[src/rtl/pa_sub.sv]
// Registered ripple-borrow subtractor: {bo, d} <= a - b - c.
// Widen by chaining bo of a lower slice into c of the next.
module pa_sub #(
    parameter int WIDTH = 4
) (
    input  logic             clk,
    input  logic             rst_n,
    input  logic [WIDTH-1:0] a,
    input  logic [WIDTH-1:0] b,
    input  logic             c,
    output logic [WIDTH-1:0] d,
    output logic             bo
);

    logic [WIDTH-1:0] diff;
    logic             br_out;

    // Full-subtractor chain; br carries the borrow from bit i to bit i+1.
    always_comb begin
        logic br;
        br   = c;
        diff = '0;
        for (int i = 0; i < WIDTH; i++) begin
            diff[i] = a[i] ^ b[i] ^ br;
            br      = (~a[i] & b[i]) | (~(a[i] ^ b[i]) & br);
        end
        br_out = br;
    end

    always_ff @(posedge clk or negedge rst_n) begin
        if (!rst_n) begin
            d  <= '0;
            bo <= 1'b0;
        end else begin
            d  <= diff;
            bo <= br_out;
        end
    end

endmodule

[config.mk]
export PLATFORM = sky130hd
export DESIGN_NAME = pa_sub
export DESIGN_NICKNAME = d
export VERILOG_FILES = /design/src/rtl/pa_sub.sv
export SDC_FILE = /design/constraint.sdc
export NUM_CORES = 1
export LEC_CHECK = 0
export BUFFER_PORTS_ARGS = -buffer_cell sky130_fd_sc_hd__buf_2
export CORE_AREA = 2 2 39 41
export CTS_CLUSTER_DIAMETER = 150
export DETAILED_ROUTE_END_ITERATION = 8
export DIE_AREA = 0 0 41 43
export PLACE_DENSITY = 0.43
export SYNTH_ARGS = -nofsm -noshare
export SYNTH_HDL_FRONTEND = slang
export SYNTH_SLANG_ARGS = --single-unit
export TNS_END_PERCENT = 50
[constraint.sdc]
create_clock -name clk -period 0.9 [get_ports clk]
set_clock_uncertainty 0.05 [all_clocks]
set_input_delay 0.18 -clock clk [delete_from_list [all_inputs] [get_ports clk]]
set_output_delay 0.18 -clock clk [all_outputs]
set_load 0.01 [all_outputs]
==> results of run 1 <==
==> sequential cells by signal, summed over array words and instances, names as in the netlist <==
register,count
d,4
bo,1
==> cell usage after synthesis <==
master	count
inv_1	10
dfrtp_1	5
fa_1	4
==> per-layer routing <==
layer | wire [µm] | vias up
met5 | 0 | -
met4 | 0 | 0
met3 | 87 | 0
met2 | 168 | 16
met1 | 157 | 67
li1 | - | 86
==> worst max-delay path by stage <==
stage | startpoint | end | slack (ns) | depth (start not counted)
6_report | b[0] | d[3] | -0.72 | 8
5_1_grt | c | d[3] | -0.76 | 8
4_1_cts | b[0] | d[3] | -0.72 | 8
3_5_place_dp | b[0] | d[3] | -0.99 | 8
3_3_place_gp | b[0] | d[3] | -0.98 | 8
2_1_floorplan | b[0] | d[3] | -0.82 | 7
==> power groups by stage <==
stage	clock network [mW]	registers, mW	logic, mW
3_3_place_gp	0	0.273	0.137
5_1_grt	0.287	0.273	0.190
3_5_place_dp	0	0.272	0.140
2_1_floorplan	0	0.295	0.0406
6_report	0.249	0.268	0.163
4_1_cts	0.268	0.268	0.157
==> critical path, delay by kind of cell <==
family	cells	cell delay, ns
adder cells (fa/ha/maj)	4	1.26
buffers and inverters	4	0.23
==> layout make-up <==
cell class	count	share of cell area
flip-flops and latches	5	0.307
well taps	16	0.0491
repair buffers	16	0.255
clock buffers	4	0.0644
multi-input cells	4	0.221
inverters	10	0.104
==> kinds of logic (layout without fill, tap and decap cells) <==
group | count (synthesis) | count (layout) | share of synthesized area
flops | 5 | 5 | 0.515
fa+ha+maj | 4 | 4 | 0.330
buf+inv | 10 | 30 | 0.155
==> through the flow <==
| stage | cells | TNS (ns) | area (µm²) |
|---|---|---|---|
| floorplan | 19 | -2.37 | 248 |
| finish | 55 | -2.02 | 408 |
| CTS | 55 | -2.09 | 403 |
| global placement | 50 | -3.03 | 343 |
| detailed placement | 50 | -3.05 | 343 |
| global route | 55 | -2.33 | 408 |
==> repair_timing <==
item	in CTS	in global routing
pin swaps	0	0
endpoints found under the setup margin	9	9
hold buffers	1	0
endpoints found under the hold margin	5	0
resized for setup	9	5
==> results.cfg, run 1 <==
[logic_synthesis]
synth_seq_cells = 5
synth_nets = 34
synth_area_leaders = dfrtp_1, fa_1, inv_1
ys.warnings.count = 0
yosys.area.top_type_share = 0.515
synthesis.area_um2 = 243
synth_top_cell_by_area = dfrtp_1
synth_cell_type_count = 3
synth-seq-area-share = 0.515
netlist_instances = 19
synth_area_per_cell_um2 = 12.8

[place]
io_buffers = 15
hpwl_um = 376
gp_congestion = 0.572
dpl_worst_slack_ns = -0.989

[global_route]
grt-busiest-layer = met2
overflow = 0
grt_pass1_vias = 203
grt_first_pass_wirelength_um = 690
grt_use_met3 = 0.0262
met2_usage = 0.0844
antenna_found_initial = 0
grt_max_degree = 6
gr-usage-met1 = 0.0631
track_usage = 0.0609

[min_path]
hold_path.class = input port to flip-flop
hp-start = a[0]
hold_end = d[0]
timing.hold.worst_path_depth = 2

[routing]
firstDrtPassIters = 1
vias = 169
vias_per_cell = 3.07
drt_iter0_drc = 0
routed_wl_um = 414
drc_errors = 0
routedWlPerCell_um = 7.53
ant_nets = 0

[finish]
final_cell_mix = buf_2, inv_2, dfrtp_1
final_util = 0.295
multi_input_comb_area_um2 = 90.1
regArea_um2 = 125
drive_gt1_frac = 0.744
antenna_cells = 0
fillers = 147
final_common_cell = buf_2
nNetsFinal = 55
synthToLayoutAreaGrowth_pct = 68.0

[power_and_ir_drop]
ir_worst_vdd_uv = 357
sequentialPowerShare = 0.394
p_clk_frac = 0.366
p_leak_nw = 0.215
power_frac_comb = 0.240
p_per_area_nw_per_um2 = 1670
netSwitchingPower_mw = 0.169
p_total_mw = 0.679
intPower_mw = 0.510
switching_share = 0.249

[run_status]
failed_checks = negative setup slack
outcome = finished, violations left

[critical_path]
slowest_stage = fa_2
required_ns = 0.96
path_class = input port to flip-flop
cp_data_arrival_time_ns = 1.68
worstPathCellList = buf_6, inv_4, fa_2, inv_2, fa_2, fa_2, inv_2, fa_2
crit_top_cell = fa_2
end_kind = flip-flop
slowest_delay_ns = 0.41
crit_fanout = 1
worstSetupStartpointType = input port

[timing]
fmax_mhz = 616
setup_viol = 9
max-slew-margin-rel = 0.925
maxSlewViolCount = 0
rsz0062_at_grt = true
min_period_over_period = 1.80
hold_ws_ns = 0.186
worst_slack_ns = -0.724
finalCriticalPeriod_ns = 1.62
hold_viol = 0
tightest_slew_ns = 0.113

[floorplanning]
start_util = 0.175
row_count = 14
coreArea_um2 = 1380
die_area_um2 = 1760
die-height_um = 43
die_w_um = 41
io-pin-count = 16

[clock_tree]
clock-sinks = 5
cts-root-buf = clkbuf_4
htree_levels = 1
post-cts-setup-buffer-count = 0
clockBufferDepth = 2
clkSlewWorstSetupHoldPaths_ns = 0.04
cts_tree = built
cts_buffers = 3

[flow_run]
maxCapViolCount = 0
(Power assumes the default switching activity.)
==> run 2, diff against run 1 <==
BUFFER_PORTS_ARGS = default   (was -buffer_cell sky130_fd_sc_hd__buf_2)
DONT_BUFFER_PORTS = 1   (was default)
PLACE_DENSITY = 0.33   (was 0.43)
==> results.cfg, run 2 (synthesis gave the netlist of run 1 again) <==
[timing]
worst_slack_ns = -0.601
hold_viol = 0
setup_viol = 4
rsz0062_at_grt = true
max-slew-margin-rel = 0.852
maxSlewViolCount = 0
finalCriticalPeriod_ns = 1.50
fmax_mhz = 666
tightest_slew_ns = 0.221
min_period_over_period = 1.67

[floorplanning]
io-pin-count = 16
row_count = 14
die_area_um2 = 1760
die_w_um = 41
start_util = 0.175
coreArea_um2 = 1380
die-height_um = 43

[critical_path]
path_class = input port to flip-flop
end_kind = flip-flop
cp_top_family = adder cells
slowest_delay_ns = 0.41
crit_fanout = 1
cp_data_arrival_time_ns = 1.56
required_ns = 0.96
crit_top_cell = fa_2
slowest_stage = fa_2
critPathBufInv = 3
worstPathCellList = clkinv_16, fa_2, inv_2, fa_2, fa_2, inv_2, fa_2
worstSetupStartpointType = input port

[min_path]
hold_path.class = input port to flip-flop

[global_route]
track_usage = 0.0556
overflow = 0
grt_pass1_vias = 176
antenna_found_initial = 0
grt_first_pass_wirelength_um = 565
grt_max_degree = 6

[clock_tree]
cts-root-buf = clkbuf_4
clock-sinks = 5
cts_tree = built
cts_buffers = 3
htree_levels = 1
clockBufferDepth = 2
clkSlewWorstSetupHoldPaths_ns = 0.04

[finish]
nNetsFinal = 40
antenna_cells = 0
final_util = 0.246
synthToLayoutAreaGrowth_pct = 40.2
largest_reg_flops = 4
top_register = d
reg_top3 = d (4), bo (1)
final_cell_mix = dfrtp_1, inv_1, inv_2, fa_2, clkbuf_4
fillers = 159
drive_gt1_frac = 0.542
final_common_cell = dfrtp_1
final_area_um2 = 340

[run_status]
outcome = finished, violations left
failed_checks = negative setup slack

[routing]
ant_nets = 0
dr_wl_met3_um = 64
firstDrtPassIters = 1
drc_errors = 0
top_layer = met4
met1Wirelength_um = 85
met2_length_um = 187
vias = 124
drt_iter0_drc = 0
vias_per_cell = 3.10
routed_wl_um = 357
routedWlPerCell_um = 8.93

[power_and_ir_drop]
p_leak_nw = 0.158
ir_worst_vdd_uv = 325
p_per_area_nw_per_um2 = 1810

[flow_run]
maxCapViolCount = 0

[place]
io_buffers = 0
gp_congestion = 0.562
dpl_worst_slack_ns = -0.871
hpwl_um = 315
place_area_um2 = 268
-- run 2: changes by cell type in the layout (fill, tap and decap cells not counted) --
| cell | delta |
|---|---|
| buf_2 | -12 |
| buf_6 | -3 |
| clkinv_16 | +1 |
| inv_1 | +1 |
| inv_2 | -1 |
| inv_4 | -2 |
| inv_6 | +1 |
-- run 2: final cells by class --
type,instances,area (µm²),share of cell area
Timing Repair Buffer,1,10.0,0.0294
Tap cell,16,20.0,0.0588
Sequential cell,5,125,0.368
Clock buffer,4,26.3,0.0772
Inverter,10,68.8,0.202
Multi-Input combinational cell,4,90.1,0.265
-- run 2: timing repair --
action                                  CTS  global route
gates resized for setup                  11             5
setup buffers                             0             0
endpoints found under the setup margin    4             4
hold endpoints to repair                  5             0
hold buffers                              1             0
-- run 2: path summary, 6_finish.rpt --
path,start,endpoint,slack (ns),depth (start not counted)
max in group asynchronous,rst_n,d[0],0.43,1
min in group asynchronous,rst_n,d[2],0.18,1
worst min-delay path,a[3],d[3],0.11,1
worst max-delay path,b[0],d[3],-0.60,7
-- run 2: power by group --
group          switching [mW]  internal (mW)  leakage (nW)  total [mW]
registers              0.0319          0.263        0.0583       0.295
clock network          0.0818          0.167        0.0150       0.249
logic                  0.0346         0.0365        0.0843      0.0712
total                   0.148          0.467         0.158       0.615
-- run 2: routing by layer --
metal	vias up	GRT usage
li1	55	-
met1	56	0.0328
met2	11	0.0781
met3	2	0.0105
met4	0	0.120
met5	-	0
-- run 2: per-stage QoR --
stage          cells  TNS, ns  total power, mW  hold WS [ns]
5_1_grt           40    -1.48            0.657         0.101
3_5_place_dp      35    -2.55            0.351        -0.165
3_3_place_gp      35    -2.52            0.350        -0.165
4_1_cts           40    -1.36            0.630        0.0975
6_report          40    -1.35            0.615         0.108
2_1_floorplan     19    -2.37            0.336        -0.166
